### config.mk
export PLATFORM = sky130hd
export DESIGN_NAME = instr_prefetch
export DESIGN_NICKNAME = d
export VERILOG_FILES = /design/src/rtl/instr_prefetch.sv
export SDC_FILE = /design/constraint.sdc
export NUM_CORES = 1
export LEC_CHECK = 0
export CORE_MARGIN = 10
export CORE_UTILIZATION = 24
export CTS_CLUSTER_SIZE = 16
export DETAILED_ROUTE_END_ITERATION = 8
export PLACE_DENSITY = 0.42
export SKIP_LAST_GASP = 1
export SYNTH_ARGS = -nofsm -noshare
export SYNTH_HDL_FRONTEND = slang
export SYNTH_SLANG_ARGS = --single-unit
### constraint.sdc
create_clock -name clk -period 7.3 [get_ports clk]
set_input_delay 2.19 -clock clk [delete_from_list [all_inputs] [get_ports clk]]
set_output_delay 2.19 -clock clk [all_outputs]
set_load 0.05 [all_outputs]
### src/rtl/instr_prefetch.sv
// Instruction prefetcher: sequential fetch with one-cycle RAM latency, DEPTH-entry FIFO, branch flush.
// Optional macro PREFETCH_BYPASS_EN presents a response arriving into an empty FIFO in the same cycle.

module instr_prefetch #(
    parameter int unsigned            ADDR_WIDTH = 8,
    parameter int unsigned            DATA_WIDTH = 32,
    parameter int unsigned            DEPTH      = 2,
    parameter logic [ADDR_WIDTH-1:0]  BOOT_ADDR  = '0
) (
    input  logic                    clk,
    input  logic                    rst_i,
    input  logic                    req_i,
    input  logic                    branch_i,
    input  logic [ADDR_WIDTH-1:0]   branch_addr_i,
    output logic                    instr_valid_o,
    input  logic                    instr_ready_i,
    output logic [DATA_WIDTH-1:0]   instr_rdata_o,
    output logic [ADDR_WIDTH-1:0]   instr_addr_o,
    output logic                    mem_en_o,
    output logic [ADDR_WIDTH-1:0]   mem_addr_o,
    output logic                    mem_we_o,
    output logic [DATA_WIDTH/8-1:0] mem_be_o,
    output logic [DATA_WIDTH-1:0]   mem_wdata_o,
    input  logic [DATA_WIDTH-1:0]   mem_rdata_i
);

    localparam int unsigned PW = $clog2(DEPTH);
    localparam int unsigned CW = PW + 1;

    typedef enum logic {IDLE, RUN} state_t;

    state_t                  state_q, state_d;
    logic [ADDR_WIDTH-1:0]   pc_q, pc_d, resp_addr_q, target;
    logic                    inflight_q, issue;
    logic [ADDR_WIDTH-1:0]   fifo_addr [DEPTH];
    logic [DATA_WIDTH-1:0]   fifo_data [DEPTH];
    logic [PW-1:0]           rd_ptr_q, wr_ptr_q;
    logic [CW-1:0]           count_q, count_d;
    logic                    fifo_empty, bypass, pop, fifo_pop, push, drop;

    assign target     = branch_addr_i & ~ADDR_WIDTH'(3);
    assign fifo_empty = (count_q == '0);
    // With a one-cycle RAM, the only response a branch can orphan is the one arriving right now.
    assign drop       = branch_i & inflight_q;

`ifdef PREFETCH_BYPASS_EN
    assign bypass        = fifo_empty & inflight_q;
    assign instr_rdata_o = bypass ? mem_rdata_i : fifo_data[rd_ptr_q];
    assign instr_addr_o  = bypass ? resp_addr_q : fifo_addr[rd_ptr_q];
`else
    assign bypass        = 1'b0;
    assign instr_rdata_o = fifo_data[rd_ptr_q];
    assign instr_addr_o  = fifo_addr[rd_ptr_q];
`endif

    assign instr_valid_o = ~fifo_empty | bypass;
    assign pop           = instr_valid_o & instr_ready_i & ~branch_i;
    assign fifo_pop      = pop & ~fifo_empty;
    assign push          = inflight_q & ~drop & ~(bypass & pop);
    assign count_d       = branch_i ? '0 : count_q + CW'(push) - CW'(fifo_pop);

    assign mem_en_o    = issue;
    assign mem_we_o    = 1'b0;
    assign mem_be_o    = '1;
    assign mem_wdata_o = '0;

    always_comb begin
        state_d    = state_q;
        pc_d       = pc_q;
        issue      = 1'b0;
        mem_addr_o = pc_q;
        case (state_q)
            IDLE: if (req_i)  state_d = RUN;
            RUN:  if (!req_i) state_d = IDLE;
        endcase
        if (branch_i) begin
            mem_addr_o = target;
            issue      = req_i;
            pc_d       = req_i ? target + ADDR_WIDTH'(4) : target;
        end else if (state_q == RUN &&
                     (int'(count_q) + int'(inflight_q)) < (int'(DEPTH) + int'(pop))) begin
            issue = 1'b1;
            pc_d  = pc_q + ADDR_WIDTH'(4);
        end
    end

    always_ff @(posedge clk) begin
        if (rst_i) begin
            state_q     <= IDLE;
            pc_q        <= BOOT_ADDR;
            inflight_q  <= 1'b0;
            resp_addr_q <= '0;
            rd_ptr_q    <= '0;
            wr_ptr_q    <= '0;
            count_q     <= '0;
            for (int unsigned i = 0; i < DEPTH; i++) begin
                fifo_addr[i] <= '0;
                fifo_data[i] <= '0;
            end
        end else begin
            state_q    <= state_d;
            pc_q       <= pc_d;
            inflight_q <= issue;
            count_q    <= count_d;
            if (issue) resp_addr_q <= mem_addr_o;
            if (branch_i) begin
                rd_ptr_q <= '0;
                wr_ptr_q <= '0;
            end else begin
                if (push) begin
                    fifo_addr[wr_ptr_q] <= resp_addr_q;
                    fifo_data[wr_ptr_q] <= mem_rdata_i;
                    wr_ptr_q            <= wr_ptr_q + 1'b1;
                end
                if (fifo_pop) rd_ptr_q <= rd_ptr_q + 1'b1;
            end
        end
    end

endmodule

======== After elaboration in Yosys (flattened, before gate mapping) ========
Memories as Yosys holds them, arrays and structs flattened. A register that Yosys moved wholly into a read port is not among the register bits.
Cells that the tools add are included.
operators by class
  bitwise operators ....................... 8
  reductions and logical operators ........ 6
  $add $sub $neg .......................... 8
  muxes and demuxes ....................... 23
  order comparisons ....................... 1
operator list
  operator               count
  $mux W8                5
  $mux W32               1
  $reduce_or A32 Y1      1
  $mux W1                17
  $add A8 B3 Y8 const B  2
  $reduce_or A8 Y1       1
  $and A1 B1 Y1          5
  $add A2 B1 Y3          1
  $add A2 B1 Y3 const A  1
  $lt A3 B3 Y1           1
  $not A1 Y1             3
  $add A1 B1 Y1 const B  2
  $add A2 B1 Y2          1
  $logic_not A2 Y1       1
  $reduce_bool A2 Y1     1
  $reduce_or A2 Y1       1
  $sub A2 B1 Y2          1
  $logic_and A1 B1 Y1    1
storage, ports and cells
  word-level logic and storage cells ...... 55
  output and inout bits ................... 87
  RAM bits ................................ 80
  register bits after elaboration ......... 22
  memories ................................ 2
memory list
  name       depth  bits a word  read ports  clocked after Yosys merged registers in  wr ports  line  source
  fifo_data  2      32           1           1                                        2         36    logic [DATA_WIDTH-1:0] fifo_data [DEPTH];
  fifo_addr  2      8            1           1                                        2         35    logic [ADDR_WIDTH-1:0] fifo_addr [DEPTH];

======== Longest topological paths before layout ========
  depth after elaboration ................. 9
  depth in mapped cells ................... 8
  gate-level depth less buffers ........... 8

======== Worst setup path before layout ========
No wires, ideal clock.
  path type ............................... input to register
  from .................................... input port branch_i
  to ...................................... memory fifo_addr[1][1] (enable)
  library setup time ...................... 0.489 ns
  arrival time ............................ 5.486 ns
  data required time ...................... 6.811 ns
  path buffers ............................ 3
  slack ................................... 1.325 ns
  stages .................................. 4
  cell sequence ........................... buf_2 > buf_2 > buf_2 > o21ai_0
RTL lines
  item             line  source
  start, declared  13    input logic branch_i,
  end, declared    35

======== Final worst setup path ========
  from .................................... input port branch_i
  to ...................................... output port mem_addr_o[5]
between the ends
  longest elaborated chain between the ends .. 1
ends and longest elaborated chain
  item           line  source
  $mux W8        76    if (branch_i) begin
  end, declared  20    output logic [ADDR_WIDTH-1:0] mem_addr_o,
Every way passes these cells.

==> run_results.csv <==
group,metric,value,unit
status,outcome,"completed",
yosys,ys_seq_area_share,57.2,%
clock_network,clk_latency,0.34,ns
grt,grt_max_degree,40,
grt,grt_first_pass_wirelength,18400,um
yosys,synth.most_common_cell,"edfxtp_1",
timing,tightest_slew,1.14,ns
timing,report.final.slew_viol_count,0,
clock_network,cts.hold.buffers_added,0,
timing,tns,0,ns
yosys,synth-edff-count,78,
route,drt-vias-per-instance,4.08,
worst_setup_path,crit_path_cell_trace,"clkdlybuf4s50_1 -> mux2_2 -> clkdlybuf4s50_1",
place,io_buffers,90,
place,gp_congestion,0.695,
place,dp_hpwl,7940,um
yosys,ys_ff_latch,98,
flow_run,cap_violations,0,
worst_setup_path,crit_family,"buffers and inverters",
timing,timing.fmax,154,MHz
timing,whs,0.518,ns
die,die_y,161,um
clock_network,cts_setup_buffers,0,
timing,skew,0.00427,ns
timing,setup_viol,0,
clock_network,cts_resized,0,
grt,grt_pass1_vias,3342,
timing,period_minus_slack,6.51,ns
finish,insertedDiodeCount,0,
timing,finalHoldViolations,0,
yosys,yosysTopAreaCellShare,48.9,%
worst_setup_path,crit_type,"input port to output pin",
die,fp.dieW,161,um
yosys,yosysTopAreaCell,"edfxtp_1",
die,core,19500,um^2
finish,final_area,6180,um^2
route,drt-total-wl,11900,um
route,vias,2977,
worst_setup_path,start_kind,"input port",
finish,final_nets,511,
clock_network,cts_made_buffers,9,
die,num_rows,51,
timing,rsz0062_at_grt,"no",
yosys,synth_top_cells_by_area,"edfxtp_1, mux2_2, and2_1",
clock_network,htreeDepth,3,
yosys,syn_area_per_cell,12.7,um^2
die,io_pins,132,
worst_setup_path,crit_path_max_fanout,19,
clock_network,cts.sinks,98,
timing,post-route-period-util,89.2,%
power_and_ir_drop,power_density,224,nW/um^2
worst_setup_path,crit_required,5.11,ns
worst_setup_path,crit_top_cell,"clkdlybuf4s50_1",
route,wire_per_inst,16.2,um
yosys,netlist_area,4790,um^2
grt,grt.total_usage,9.12,%
yosys,syn_inst,376,
clock_network,clk_path_buf_depth,2,
place,dp_slack,0.785,ns
clock_network,cts.clk_slew.worst_paths,0.07,ns
worst_setup_path,critical_path_arrival,4.32,ns
yosys,ys_top_cells_by_count,"edfxtp_1, and2_1, mux2_2",
worst_setup_path,cp_num_buf_inv,2,
route,dr.pass1.iters,4,
grt,overflow,0,
min_path,hold_path_class,"flop to flop",
yosys,synth_warnings,0,
power_and_ir_drop,leakage,2.34,nW
worst_setup_path,crit_path_top_delay_cell,"clkdlybuf4s50_1",
grt,grt_antenna_before_repair,0,
clock_network,cts-root-buf,"clkbuf_16",
yosys,synthFlopType,"edfxtp_1",
yosys,synthArstFlopShare,0,%
yosys,ys_types,42,
power_and_ir_drop,ir_drop,0.0955,mV
die,die_area,26000,um^2
worst_setup_path,endpoint_kind,"output pin",
finish,syn_to_final_growth,28.9,%
die,initial_core_util,24.5,%
worst_setup_path,cpPeakStageDelay,0.97,ns
place,dpl_cell_area,5850,um^2
timing,max_slew_margin,23.7,%
timing,fin_ws,0.788,ns
route,drt_iter0_drc,124,
clock_network,cts_tree,"yes",
route,drc,0,
route,postRouteAntennaNets,0,
finish,drive_gt1_share,17.2,%
[layout by cell type (no fill, tap or decap), types with 3 or more instances in the layout]
cell type and count:
a31oi_1 4, a21oi_1 3, and3_1 3, buf_4 7
edfxtp_1 78, o211a_1 6, inv_1 9, clkinvlp_4 3
nand4_1 3, xnor2_1 6, nor4_1 12, nor3_1 5
ha_1 6, clkbuf_16 9, and2_1 68, o21ai_0 8
dfxtp_1 19, o211ai_1 6, mux2_2 45, conb_1 39
or3_1 3, nand2_1 4, clkdlybuf4s50_1 89
[worst paths after layout]
check                                                 start                       endpoint  slack (ns)  cells after the start
worst max-delay path                               branch_i                  mem_addr_o[5]        0.79                      3
worst min-delay path            resp_addr_q[1]$_SDFFE_PP0P_    resp_addr_q[1]$_SDFFE_PP0P_        0.52                      1
worst max register to register        inflight_q$_SDFF_PP0_  fifo_addr[0][6]$_SDFFCE_PN0P_        4.93                      3
worst min register to register  resp_addr_q[1]$_SDFFE_PP0P_    resp_addr_q[1]$_SDFFE_PP0P_        0.52                      1
[where the power goes]
part           internal (W)  switching [W]  total (W)
sequential         0.000627     0.00000911   0.000636
combinational     0.0000710       0.000154   0.000225
clock              0.000303       0.000218   0.000521
[layer usage]
layer  share of wire, %  GRT usage (%)  vias up
met5                  0              0        -
li1                   -              -     1438
met2                 45           14.2       93
met4                1.2           3.10        0
met3                4.6           2.82       11
met1                 49           11.7     1435
[sequential cells by signal (all words and copies together), names as in the netlist, named ones only]
register and count:
pc_q 6, count_q 2, wr_ptr_q 1, fifo_data 64, resp_addr_q 7, rd_ptr_q 1, fifo_addr 14, inflight_q 1
state_q 1
[cells by family (layout without fill, tap and decap cells)]
family                     Yosys count  in the layout  synth area share [%]
adders and majority gates            6              6                  1.57
DFF                                 98             98                  57.2
xor gates and xnor gates             8              8                  1.46
and+or+nand+nor                    111            111                  14.6
AOI/OAI and AO/OA                   35             35                  5.27
buffers and inverters               70            122                  8.95
muxes                               46             46                  10.8
other                                2             39                 0.157
[stage by stage]
stage	std cells	util [%]	total power (W)
2_1_floorplan	413	-	0.000817
3_3_place_gp	714	30.0	0.000875
3_5_place_dp	714	30.0	0.000875
4_1_cts	730	31.6	0.00140
5_1_grt	730	31.6	0.00144
6_report	730	31.6	0.00138
[area by class of cell]
cell class	instances	area, um^2
Clock buffer	9	225
Multi-Input combinational cell	245	1800
Clock inverter	7	103
Timing Repair Buffer	96	943
Inverter	10	37.5
Tap cell	265	332
Fill cell	2015	13300
Sequential cell	98	2740
(Power assumes the default switching activity.)
==> patch 1: new RTL, config.mk and constraints unchanged <==
Change the parameter `DATA_WIDTH` from 32 to 24.
--- a/src/rtl/instr_prefetch.sv
+++ b/src/rtl/instr_prefetch.sv
@@ -5,3 +5,3 @@
     parameter int unsigned            ADDR_WIDTH = 8,
-    parameter int unsigned            DATA_WIDTH = 32,
+    parameter int unsigned            DATA_WIDTH = 24,
     parameter int unsigned            DEPTH      = 2,
Ports: changed (resized instr_rdata_o, mem_be_o, mem_rdata_i and mem_wdata_o); port bits go from 132 to 107. The function was not compared with the original's and may differ.
==> patch 1 against the original RTL <==
First-iteration DRC count decreased by 13%; clock skew increased by 0.0036 ns; largest cell class unchanged; setup slack improved by 0.065 ns; sequential cell count decreased by 16; clock power decreased by 16%; combinational power decreased by 15%; routed wire length decreased by 18%; total power decreased by 16%; synthesized area decreased by 16%; final area decreased by 16%.
==> patch 1: results (changes against the original RTL) <==
{| class="wikitable"
! Metric !! Value
|-
| Global-route wire length before repair || 15100 um (-18%)
|-
| Clock transition at the registers of the reported paths || approximately 0.060 ns
|-
| Global-route total usage across every layer || 8.74% (-0.38 points)
|-
| Detail Route met3 WL || 649 um (+19%)
|-
| Vias in the first global route || 2715 (-19%)
|-
| Number of nets in the layout || 440 (-14%)
|-
| Crit-path max cell delay || 0.74 ns (-0.23 ns)
|-
| Worst r2r src || wr_ptr_q
|-
| Number of DRC violations after detailed-routing iteration 0 || 108 (-13%)
|-
| Origin of the worst min-delay path || pc_q[6]
|-
| Initial antenna violation count || 0 (unchanged)
|-
| Number of enable flip-flop cells after synthesis || 62 (-21%)
|-
| Leading post-synthesis cells by cell area || edfxtp_1 (46%), mux2_2 (10%), dfxtp_1 (9.9%)
|-
| Post-CTS Resized || 0 (unchanged)
|-
| Via/cell ratio || 4.19 (+2.7%)
|-
| Leak || 1.98 nW (-15%)
|-
| Unique cell type count in the Yosys netlist || 43 (+2.4%)
|-
| Total number of yosys warnings || 0 (unchanged)
|-
| Total wire length after detailed routing || 9760 um (-18%)
|-
| Placed inst area || 0.00494 mm^2 (-16%)
|-
| # H-tree levels || 3 (unchanged)
|-
| IR Drop Worst-Case VDD || 118 uV (+23%)
|-
| Drc violations || 0 (unchanged)
|-
| Number of CTS-inserted buffers || 9 (unchanged)
|-
| Primary FF master, synth || edfxtp_1
|-
| Worst-path fanout max || 21 (+2)
|-
| Most frequent cell after synthesis || edfxtp_1
|-
| Met1 Routed Length || 4780 um (-18%)
|-
| Share of async-settable or async-resettable flops after synthesis || 0% (unchanged)
|-
| Routed met2 length || 4230 um (-21%)
|-
| Most used standard cells in the synthesized netlist || edfxtp_1 (62), and2_1 (51), mux2_2 (36), buf_4 (31), dfxtp_1 (20)
|-
| Portion of the post-synthesis area used by sequential elements || 55.9% (-1.3 points)
|-
| Class of the most critical hold timing path || flop to flop
|-
| Clock latency of the later-clocked register in the worst-skew pair || 0.34 ns (about the same)
|-
| Highest metal layer with signal wires || met4
|-
| 1st-pass router iterations || 4 (unchanged)
|-
| Worst setup startpoint || branch_i
|-
| Buffer count from post-CTS setup fixing || 0 (unchanged)
|-
| Global placement routability congestion || 0.705 (+1.4%)
|-
| Largest net degree at the start of global routing || 32 (-20%)
|-
| Clock tree root driver cell || clkbuf_16
|-
| Maximum buffer depth of the clock tree || 2 (unchanged)
|-
| Antenna diode instance count || 0 (unchanged)
|-
| Result of the run || completed
|-
| Ratio of cells with drive above 1 in the final layout || 16.7% (-0.50 points)
|-
| Largest registers || fifo_data: 48 flops, fifo_addr: 14 flops, resp_addr_q: 7 flops
|-
| Count of port buffers added during placement || 74 (-18%)
|-
| CP top delay family || buffers and inverters
|-
| Post-detail-place hpwl || 6640 um (-16%)
|-
| Worst slew margin relative to its limit || 30.6% (+6.9 points)
|-
| Data arrival time of the worst path || 4.26 ns (-0.06 ns)
|-
| Fill cell total of the finished layout || 1701 (-16%)
|-
| Cell with the largest stage delay on the worst path || clkdlybuf4s50_1
|-
| Final clock skew || 0.00789 ns (+0.00361 ns)
|}
==> patch 1: cell count changes after synthesis, sizes merged, moves of 3 or more <==
cell | before | now
buf | 49 | 38
nand2 | 5 | 8
and2 | 68 | 52
mux2 | 45 | 36
edfxtp | 78 | 62
==> patch 1: layer usage <==
layer / up-vias / track usage (%)
met1: 1246 / 11.3
met4: 0 / 2.77
met2: 92 / 13.2
li1: 1254 / -
met3: 8 / 3.32
met5: - / 0
==> patch 1: area by class of cell <==
type | instances | area, um^2 | area share, %
Clock buffer | 11 | 233 | 4.46
Clock inverter | 4 | 43.8 | 0.840
Inverter | 10 | 37.5 | 0.720
Multi-Input combinational cell | 215 | 1590 | 30.4
Sequential cell | 82 | 2260 | 43.4
Tap cell | 220 | 275 | 5.28
Timing Repair Buffer | 79 | 776 | 14.9
==> patch 1: stage by stage <==
stage                     instances  total power [mW]  utilization (%)  setup slack, ns
after floorplan                 355             0.682                -             1.87
after global placement          606             0.732             29.8            0.830
after detailed placement        606             0.733             29.8            0.832
after CTS                       621              1.17             31.4            0.848
after global routing            621              1.20             31.4            0.716
final                           621              1.16             31.4            0.852
==> patch 1: final timing paths <==
path                     endpoint  slack, ns  cells past startpoint
setup reg to reg  fifo_data[1][0]       5.05                      3
hold reg to reg           pc_q[6]       0.53                      2
hold / removal            pc_q[6]       0.53                      2
setup / recovery         mem_en_o       0.85                      7
==> patch 1: logic make-up after synthesis <==
group           share of synthesized area (%)
simple gates                             15.2
flops                                    55.9
buf+inv                                  8.38
mux                                      10.3
compound gates                           6.49
xor+xnor                                 1.73
fa+ha+maj                                1.85
other cells                             0.186
==> patch 1: power by group <==
part	internal (mW)	switching (mW)	total, mW
Clock	0.261	0.176	0.437
Combinational	0.0617	0.131	0.192
Sequential	0.522	0.00759	0.530
Total	0.845	0.314	1.16
==> patch 2: new RTL, same flow settings <==
Without the edit above. Make the reset (`rst_i`) asynchronous in one clocked block.
--- a/src/rtl/instr_prefetch.sv
+++ b/src/rtl/instr_prefetch.sv
@@ -86,3 +86,3 @@
 
-    always_ff @(posedge clk) begin
+    always_ff @(posedge clk or posedge rst_i) begin
         if (rst_i) begin
Behaviour: differs if rst_i is asserted again (counterexample within 4 cycles, from zero or initial values and one cycle with rst_i high); with rst_i held inactive, the same outputs for 4 cycles.
==> patch 2 against the original RTL <==
Synthesized area is essentially flat; sequential cell count fell by 1; utilization decreased by 0.44 points; clock skew decreased by 0.00063 ns; highest routed layer unchanged; setup slack got worse by 0.029 ns; via count decreased by 3.0%; critical endpoint is now mem_en_o; final cell count shrank 2.5%; routed wire length down 2.8%; final area fell by 1.1%.
Power is not compared: it rests on default switching activity, and its combinational part moved more than twofold at a synthesized area within 25%.
==> patch 2: results (changes against the original RTL) <==
{| class="wikitable"
! Metric !! Value
|-
| Result of the run || completed
|-
| Worst-path fanout max || 8 (-11)
|-
| Worst r2r src || wr_ptr_q
|-
| Via/cell ratio || 4.06 (-0.50%)
|-
| Final clock skew || 0.00365 ns (-0.000625 ns)
|-
| Reg2reg end || fifo_data[7]
|-
| Worst Hold Margin || 0.500 ns (-0.0185 ns)
|-
| Number of DRC violations after detailed-routing iteration 0 || 66 (-47%)
|-
| Worst slew pin tran || 1.07 ns (-0.0673 ns)
|-
| Origin of the worst min-delay path || fifo_data[12]
|-
| Global placement routability congestion || 0.743 (+6.9%)
|-
| Most used standard cells in the synthesized netlist || mux2_2 (120), dfrtp_1 (97), buf_4 (41), buf_2 (10), nand2_1 (9)
|-
| Post-detail-place hpwl || 8010 um (+0.79%)
|-
| Leading post-synthesis cells by cell area || dfrtp_1 (51%), mux2_2 (28%), buf_4 (6.4%)
|-
| Vias in the first global route || 3404 (+1.9%)
|-
| Via count of the routed design || 2889 (-3.0%)
|-
| Clock transition at the registers of the reported paths || 0.07 ns (about the same)
|-
| Portion of the post-synthesis area used by sequential elements || 50.6% (-6.6 points)
|-
| Number of nets in the layout || 494 (-3.3%)
|-
| Clock tree root driver cell || clkbuf_16
|-
| Primary FF master, synth || dfrtp_1
|-
| Largest registers || fifo_data: 64 flops, fifo_addr: 14 flops, resp_addr_q: 7 flops
|-
| # H-tree levels || 3 (unchanged)
|-
| Largest net degree at the start of global routing || 55 (+38%)
|-
| Placed Cells incl. Taps || 697 (-2.4%)
|-
| Ratio of cells with drive above 1 in the final layout || 32.9% (+16 points)
|-
| Per-instance average area after synthesis || 13.4 um^2 (+5.1%)
|-
| Data arrival time of the worst path || 4.35 ns (+0.03 ns)
|-
| Unique cell type count in the Yosys netlist || 43 (+2.4%)
|-
| Buffer count from post-CTS setup fixing || 0 (unchanged)
|-
| Global-route wire length before repair || 19100 um (+3.4%)
|-
| Total number of yosys warnings || 0 (unchanged)
|-
| Worst Hold End || fifo_data[12]
|-
| Global-route total usage across every layer || 9.20% (+0.086 points)
|-
| Worst setup slack after placement || 0.716 ns (-0.0686 ns)
|-
| Share of async-settable or async-resettable flops after synthesis || 100% (+100 points)
|-
| Avg WL per Cell || 16.2 um (-0.34%)
|-
| Register-to-register setup slack || 5.22 ns (+0.29 ns)
|-
| Crit-path max cell delay || 0.82 ns (-0.15 ns)
|}
[patch 2: cells by family (layout without fill, tap and decap cells)]
family,count (synthesis),after routing,synth area share (%)
compound gates,17,17,3.05
xor+xnor,10,10,1.83
flops,97,97,50.6
simple gates,37,37,4.54
fa+ha+maj,6,6,1.57
other cells,2,39,0.157
buf+inv,61,113,8.24
mux,128,128,30.0
[patch 2: worst max-delay path, delay by kind of cell]
kind,cells,cell delay (ns)
buf+inv,3,1.43
compound gates,3,0.72
[patch 2: final cells by class]
class / count / area, um^2
Clock inverter: 4 / 53.8
Multi-Input combinational cell: 237 / 2120
Clock buffer: 11 / 233
Fill cell: 2003 / 13500
Inverter: 4 / 17.5
Timing Repair Buffer: 94 / 931
Tap cell: 265 / 332
Sequential cell: 97 / 2430
[patch 2: through the flow]
stage,cell area [um^2],power [mW]
2_1_floorplan,4930,1.65
3_3_place_gp,5830,1.94
3_5_place_dp,5830,1.95
4_1_cts,6110,2.45
5_1_grt,6110,2.55
6_report,6110,2.40
[patch 2: how the worst max path moves through the flow]
| stage | end | depth (start not counted) | start | slack, ns |
|---|---|---|---|---|
| 6_report | mem_en_o | 6 | instr_ready_i | 0.76 |
| 2_1_floorplan | mem_addr_o[6] | 2 | branch_i | 1.60 |
| 5_1_grt | mem_addr_o[6] | 5 | branch_i | 0.58 |
| 3_5_place_dp | mem_en_o | 6 | instr_ready_i | 0.72 |
| 4_1_cts | mem_en_o | 6 | instr_ready_i | 0.71 |
| 3_3_place_gp | mem_en_o | 6 | instr_ready_i | 0.74 |
[patch 2: power breakdown]
part	switching [mW]	internal (mW)	leakage, nW
Clock	0.203	0.265	0.132
Sequential	0.121	0.739	1.16
Combinational	0.616	0.452	1.26
Total	0.940	1.46	2.55
[patch 2: routing by layer]
| layer | global-route usage [%] | wire, um |
|---|---|---|
| met1 | 11.0 | 5200 |
| met2 | 14.9 | 5400 |
| met3 | 4.07 | 829 |
| met4 | 2.11 | 95 |
| met5 | 0 | 0 |
